**src/rtl/block_emitter_pkg.sv**
```systemverilog
// Shared encodings, ASCII constants and token lengths for the begin/end token emitter.
package block_emitter_pkg;

  localparam int unsigned CHAR_W  = 8;
  localparam int unsigned IDX_W   = 3;
  localparam int unsigned DEPTH_W = 8;
  localparam int unsigned STATE_W = 2;
  localparam int unsigned CMD_W   = 2;

  localparam logic [CMD_W-1:0] CMD_OPEN  = 2'b00;
  localparam logic [CMD_W-1:0] CMD_CLOSE = 2'b01;
  localparam logic [CMD_W-1:0] CMD_SPACE = 2'b10;
  localparam logic [CMD_W-1:0] CMD_NOP   = 2'b11;

  // State codes double as the token kind fed to the character ROM.
  localparam logic [STATE_W-1:0] ST_IDLE  = 2'd0;
  localparam logic [STATE_W-1:0] ST_OPEN  = 2'd1;
  localparam logic [STATE_W-1:0] ST_CLOSE = 2'd2;
  localparam logic [STATE_W-1:0] ST_SPACE = 2'd3;

  localparam logic [CHAR_W-1:0] CH_SPACE    = 8'h20;
  localparam logic [CHAR_W-1:0] CH_B        = 8'h62;
  localparam logic [CHAR_W-1:0] CH_E        = 8'h65;
  localparam logic [CHAR_W-1:0] CH_G        = 8'h67;
  localparam logic [CHAR_W-1:0] CH_I        = 8'h69;
  localparam logic [CHAR_W-1:0] CH_N        = 8'h6E;
  localparam logic [CHAR_W-1:0] CH_D        = 8'h64;
  localparam logic [CHAR_W-1:0] CASE_OFFSET = 8'h20;

  localparam int unsigned OPEN_LEN  = 6;
  localparam int unsigned CLOSE_LEN = 4;

  localparam logic [DEPTH_W-1:0] DEPTH_MAX = '1;

  // Index of the final character of the token emitted in a given state.
  function automatic logic [IDX_W-1:0] last_idx(input logic [STATE_W-1:0] st);
    case (st)
      ST_OPEN:  last_idx = IDX_W'(OPEN_LEN - 1);
      ST_CLOSE: last_idx = IDX_W'(CLOSE_LEN - 1);
      default:  last_idx = '0;
    endcase
  endfunction

endpackage

```
**src/rtl/block_char_rom.sv**
```systemverilog
// Combinational lookup from (token kind, character index, case) to an ASCII character.
module block_char_rom
  import block_emitter_pkg::*;
(
  input  logic [STATE_W-1:0] kind,
  input  logic [IDX_W-1:0]   idx,
  input  logic               upper,
  output logic [CHAR_W-1:0]  ch_c
);

  logic [CHAR_W-1:0] lower;

  always_comb begin
    lower = CH_SPACE;
    case (kind)
      ST_OPEN: begin
        case (idx)
          3'd0:    lower = CH_B;
          3'd1:    lower = CH_E;
          3'd2:    lower = CH_G;
          3'd3:    lower = CH_I;
          3'd4:    lower = CH_N;
          default: lower = CH_SPACE;
        endcase
      end
      ST_CLOSE: begin
        case (idx)
          3'd0:    lower = CH_E;
          3'd1:    lower = CH_N;
          3'd2:    lower = CH_D;
          default: lower = CH_SPACE;
        endcase
      end
      default: lower = CH_SPACE;
    endcase
  end

  // Spaces are case-independent; only letters are shifted.
  assign ch_c = (upper && (lower != CH_SPACE)) ? lower - CASE_OFFSET : lower;

endmodule

```
**src/rtl/block_emitter.sv**
```systemverilog
// Command-driven "begin"/"end"/" " token emitter with nesting depth tracking and sticky error.
module block_emitter
  import block_emitter_pkg::*;
(
  input  logic               clk,
  input  logic               reset,
  input  logic               cmd_valid,
  input  logic [CMD_W-1:0]   cmd,
  input  logic               upper,
  output logic               cmd_ready,
  output logic               out_valid,
  output logic [CHAR_W-1:0]  out,
  output logic [DEPTH_W-1:0] depth,
  output logic               balanced,
  output logic               error
);

  logic [STATE_W-1:0] state, state_n;
  logic [IDX_W-1:0]   idx, idx_n;
  logic               upper_q, upper_n;
  logic [DEPTH_W-1:0] depth_n;
  logic               error_n;
  logic [CHAR_W-1:0]  ch_n;
  logic               ready_n;
  logic               accept;

  assign accept = cmd_valid && cmd_ready;

  // Next-state, index, depth and error; rejected commands land in IDLE.
  always_comb begin
    state_n = state;
    idx_n   = idx;
    upper_n = upper_q;
    depth_n = depth;
    error_n = error;
    if (accept) begin
      state_n = ST_IDLE;
      idx_n   = '0;
      upper_n = upper;
      case (cmd)
        CMD_OPEN: begin
          if (depth == DEPTH_MAX) begin
            error_n = 1'b1;
          end else begin
            depth_n = depth + DEPTH_W'(1);
            state_n = ST_OPEN;
          end
        end
        CMD_CLOSE: begin
          if (depth == '0) begin
            error_n = 1'b1;
          end else begin
            depth_n = depth - DEPTH_W'(1);
            state_n = ST_CLOSE;
          end
        end
        CMD_SPACE: state_n = ST_SPACE;
        default:   state_n = ST_IDLE;
      endcase
    end else if (state != ST_IDLE) begin
      if (idx == last_idx(state)) begin
        state_n = ST_IDLE;
        idx_n   = '0;
      end else begin
        idx_n = idx + IDX_W'(1);
      end
    end
  end

  block_char_rom u_rom (
    .kind  (state_n),
    .idx   (idx_n),
    .upper (upper_n),
    .ch_c  (ch_n)
  );

  assign ready_n = (state_n == ST_IDLE) || (idx_n == last_idx(state_n));

  // Outputs are registered from next-state values so the first character follows the accept edge.
  always_ff @(posedge clk or posedge reset) begin
    if (reset) begin
      state     <= ST_IDLE;
      idx       <= '0;
      upper_q   <= 1'b0;
      depth     <= '0;
      error     <= 1'b0;
      cmd_ready <= 1'b1;
      out_valid <= 1'b0;
      out       <= CH_SPACE;
      balanced  <= 1'b1;
    end else begin
      state     <= state_n;
      idx       <= idx_n;
      upper_q   <= upper_n;
      depth     <= depth_n;
      error     <= error_n;
      cmd_ready <= ready_n;
      out_valid <= (state_n != ST_IDLE);
      out       <= (state_n != ST_IDLE) ? ch_n : CH_SPACE;
      balanced  <= (depth_n == '0);
    end
  end

endmodule

```
**config.mk**
```make
export PLATFORM = sky130hd
export DESIGN_NAME = block_emitter
export DESIGN_NICKNAME = d
export VERILOG_FILES = /design/src/rtl/block_emitter_pkg.sv /design/src/rtl/block_char_rom.sv /design/src/rtl/block_emitter.sv
export SDC_FILE = /design/constraint.sdc
export NUM_CORES = 1
export LEC_CHECK = 0
export CORE_MARGIN = 5
export CORE_UTILIZATION = 49
export CTS_CLUSTER_SIZE = 30
export DETAILED_ROUTE_END_ITERATION = 7
export PLACE_DENSITY = 0.74
export REMOVE_ABC_BUFFERS = 1
export SLEW_MARGIN = 5
export SYNTH_ARGS = -nofsm -noshare
export SYNTH_HDL_FRONTEND = slang
export SYNTH_SLANG_ARGS = --single-unit
```
**constraint.sdc**
```tcl
create_clock -name clk -period 2.2 [get_ports clk]
set_input_delay 0.44 -clock clk [delete_from_list [all_inputs] [get_ports clk]]
set_output_delay 0.44 -clock clk [all_outputs]
set_load 0.03 [all_outputs]
```
==> flow_summary.rst <==
.. list-table::
   :header-rows: 1

   * - Metric
     - Value
   * - EDFF count, synth
     - 0
   * - Placeable core area
     - 0.00336 sq mm
   * - Placed instance area
     - 0.00245 sq mm
   * - Async S/R FF share, synth
     - 100%
   * - Number of register bits inferred by synthesis
     - 24
   * - Initial drt markers
     - 262
   * - Global-route wire length before repair
     - 10900 um
   * - Dominant synthesized flop cell
     - sky130_fd_sc_hd__dfrtp_1
   * - Maximum number of pins on one net before global-route repair
     - 25
   * - Total standard cell area after synthesis
     - 0.00172 sq mm
   * - Setup repair after global routing missed its margin
     - true
   * - P per Cell Area
     - 1480 mW/mm^2
   * - Fmax achieved
     - 366 MHz
   * - Yosys warning total
     - 0
   * - First-pass iteration count of the detailed router
     - 5
   * - Max-slew headroom
     - 65.1%
   * - CTS Root Cell
     - sky130_fd_sc_hd__clkbuf_4
   * - WL per Instance
     - between 20 and 25 um
   * - TritonCTS Sinks
     - 24
   * - Run status
     - finished with violations
   * - WL final
     - 7830 um
   * - Total GRT Usage
     - 28.7%
   * - # hold bufs at CTS
     - 0
   * - Detail Placement HPWL
     - 4370 um
   * - Peak supply drop
     - around 1300 uV
   * - Data arrival time at the worst-slack endpoint
     - around 3000 ps
   * - Number of nets with antenna violations after detailed routing
     - 0
   * - Library cell with the highest instance count after synthesis
     - sky130_fd_sc_hd__dfrtp_1
   * - Via count of the first global-routing pass
     - 2153
   * - Synthesized area per cell
     - between 9 and 10 sq um
   * - Post-synthesis sequential area ratio
     - 35.1%
   * - Maximum count of clock buffers along a single path
     - 2
   * - Clock buffer count from CTS
     - 3
   * - Fill cell count
     - 155
   * - Post-synthesis cell type count
     - 62
   * - Shortest clock period the worst path allows after layout
     - 2730 ps
   * - Standard-cell row count
     - 21
   * - IO Count
     - 26
   * - Total power after layout
     - around 0.0044 W
   * - Number of antenna violations at the first check in global routing
     - 0
   * - DIE AREA
     - 0.00480 sq mm
   * - Skew-Pair Late Insertion Delay
     - 320 ps
   * - Input/output buffers
     - 23
   * - Data required time at the worst endpoint
     - 2430 ps
   * - Final worst-path setup slack
     - -533 ps
   * - Category of the most critical setup path
     - flip-flop to flip-flop
   * - Initial Utilization
     - 51.2%
   * - Number of DRC violations after detailed routing
     - 0
   * - Ratio of cells with drive above 1 in the final layout
     - 49.0%
   * - Post-route clock skew
     - 1.42 ps
   * - Total gr overflow
     - 0
   * - Final hold viol count
     - 0
   * - CTS tree
     - built
   * - Maximum fanout along the worst path
     - 5
   * - X dimension of the die
     - about 70 um
   * - H-tree depth
     - 1
   * - Class of the tightest hold or removal check
     - input port to asynchronous set/reset pin
   * - Synth area leader
     - sky130_fd_sc_hd__dfrtp_1
   * - Crit path launch type
     - flip-flop
   * - Commonest cells in the synthesized netlist
     - sky130_fd_sc_hd__dfrtp_1 (21), sky130_fd_sc_hd__nand2_1 (18), sky130_fd_sc_hd__inv_1 (14), sky130_fd_sc_hd__nor2_1 (12), sky130_fd_sc_hd__ha_1 (10)
   * - Number of violations of the max-capacitance limit
     - 0
   * - Via/cell ratio
     - 6.37
   * - Violated checks
     - setup timing
   * - Global placer's final weighted congestion
     - 0.980
   * - Clock edge transition at the registers on the reported setup and hold paths
     - roughly 130 ps
   * - Largest cells by area after synthesis
     - sky130_fd_sc_hd__dfrtp_1 (31%), sky130_fd_sc_hd__ha_1 (7.3%), sky130_fd_sc_hd__dfstp_2 (4.6%)
   * - Worst Max-Slew Pin Slew
     - 518 ps
   * - Antenna diode count
     - 0
   * - Area growth syn-to-layout
     - 72.4%
   * - Final number of max-transition violations
     - 0
   * - Final Instance Count excl. Fillers
     - 342
   * - Synth top area share
     - around 30%
   * - Crit end category
     - flip-flop
   * - Cell area after layout
     - 0.00297 sq mm
   * - Leak pwr
     - 1.33 nW
   * - Instance count after placement with tap cells included
     - 317
   * - Cells after synthesis
     - 191
   * - Period Utilization, post-route
     - 124%
   * - Final-stage net count
     - 313
   * - Die H
     - 69.3 um
   * - Total setup violations reported at the end of the flow
     - 10
   * - DR vias
     - 2177
==> critical path: stages, from the launching register on <==
cell and delay, ps:
sky130_fd_sc_hd__dfrtp_1 480, sky130_fd_sc_hd__nor4_1 520, sky130_fd_sc_hd__a21oi_1 210, sky130_fd_sc_hd__nand2_1 120, sky130_fd_sc_hd__o21ai_0 200, sky130_fd_sc_hd__a21oi_4 270
sky130_fd_sc_hd__ha_1 290, sky130_fd_sc_hd__buf_4 150, sky130_fd_sc_hd__xnor2_1 110, sky130_fd_sc_hd__o31ai_1 290
==> registers in the layout, summed over array words and instances, names as in the netlist <==
register	cells
error	1
cmd_ready	1
depth	8
state	2
balanced	1
upper_q	1
out	6
out_valid	1
idx	3
==> report_power, final <==
part           leakage [nW]  total (W)  internal [W]  switching (W)
sequential            0.290   0.000770      0.000598       0.000173
clock                0.0210   0.000239      0.000101       0.000137
combinational          1.02    0.00339       0.00170        0.00169
total                  1.33    0.00439       0.00240        0.00200
==> layer usage <==
layer	vias up	wire length, um	track usage (%)
li1	905	-	-
met1	1038	2870	34.2
met2	171	3800	49.3
met3	63	680	6.52
met4	0	491	11.9
met5	-	0	0
==> area by class of cell <==
type / count / area [sq um] / area share, %
multi-input cells: 145 / 1300 / 43.8
flip-flops and latches: 24 / 606 / 20.4
well taps: 46 / 57.6 / 1.94
repair buffers: 109 / 912 / 30.7
inverters: 14 / 55.1 / 1.86
clock buffers: 4 / 36.3 / 1.22
==> placed cells by master, fill, tap and decap left out, types with 4 or more instances in the layout <==
cell type                         count
sky130_fd_sc_hd__clkdlybuf4s50_1     19
sky130_fd_sc_hd__ha_4                 6
sky130_fd_sc_hd__a21oi_1              4
sky130_fd_sc_hd__nor3_1               7
sky130_fd_sc_hd__nor2_1              11
sky130_fd_sc_hd__o21ai_0              5
sky130_fd_sc_hd__inv_1                9
sky130_fd_sc_hd__nand2_1             16
sky130_fd_sc_hd__inv_2                4
sky130_fd_sc_hd__xnor2_1              5
sky130_fd_sc_hd__buf_4               79
sky130_fd_sc_hd__dfrtp_1             20
sky130_fd_sc_hd__buf_6                7
sky130_fd_sc_hd__dlymetal6s2s_1       4
==> through the flow <==
stage | worst slack, ps | utilization, % | TNS, ps | hold WS (ps)
2_1_floorplan | -380 | - | -1900 | 441
6_report | -533 | 88.2 | -3790 | 489
3_3_place_gp | -368 | 72.8 | -1970 | 461
4_1_cts | -249 | 83.5 | -1380 | 491
3_5_place_dp | -488 | 72.8 | -3270 | 462
5_1_grt | -550 | 88.2 | -4020 | 522
==> worst paths after layout <==
check / from / depth (start not counted) / to / slack [ps]
worst max-delay path: depth[3] / 9 / cmd_ready / -530
worst min-delay path: reset / 3 / out[6] / 490
worst max register to register: depth[3] / 9 / cmd_ready / -530
worst min register to register: upper_q / 2 / upper_q / 510
max in group asynchronous: reset / 3 / balanced / 1420
min in group clk: upper_q / 2 / upper_q / 510
==> kinds of logic (layout without fill, tap and decap cells) <==
| group | count (synthesis) | after routing | synth area share (%) |
|---|---|---|---|
| fa+ha+maj | 10 | 10 | 7.27 |
| xor+xnor | 8 | 8 | 4.07 |
| buf+inv | 23 | 127 | 6.04 |
| mux | 4 | 4 | 2.33 |
| simple gates | 78 | 78 | 26.6 |
| flops | 24 | 24 | 35.1 |
| other cells | 1 | 2 | 0.218 |
| compound gates | 43 | 43 | 18.3 |
==> timing repair <==
action | in CTS | in global routing
resized for setup | 48 | 22
buffers inserted | 16 | 6
pin swaps | 16 | 4
setup endpoints to repair | 9 | 14
No activity file was read; power rests on OpenSTA's default activity.
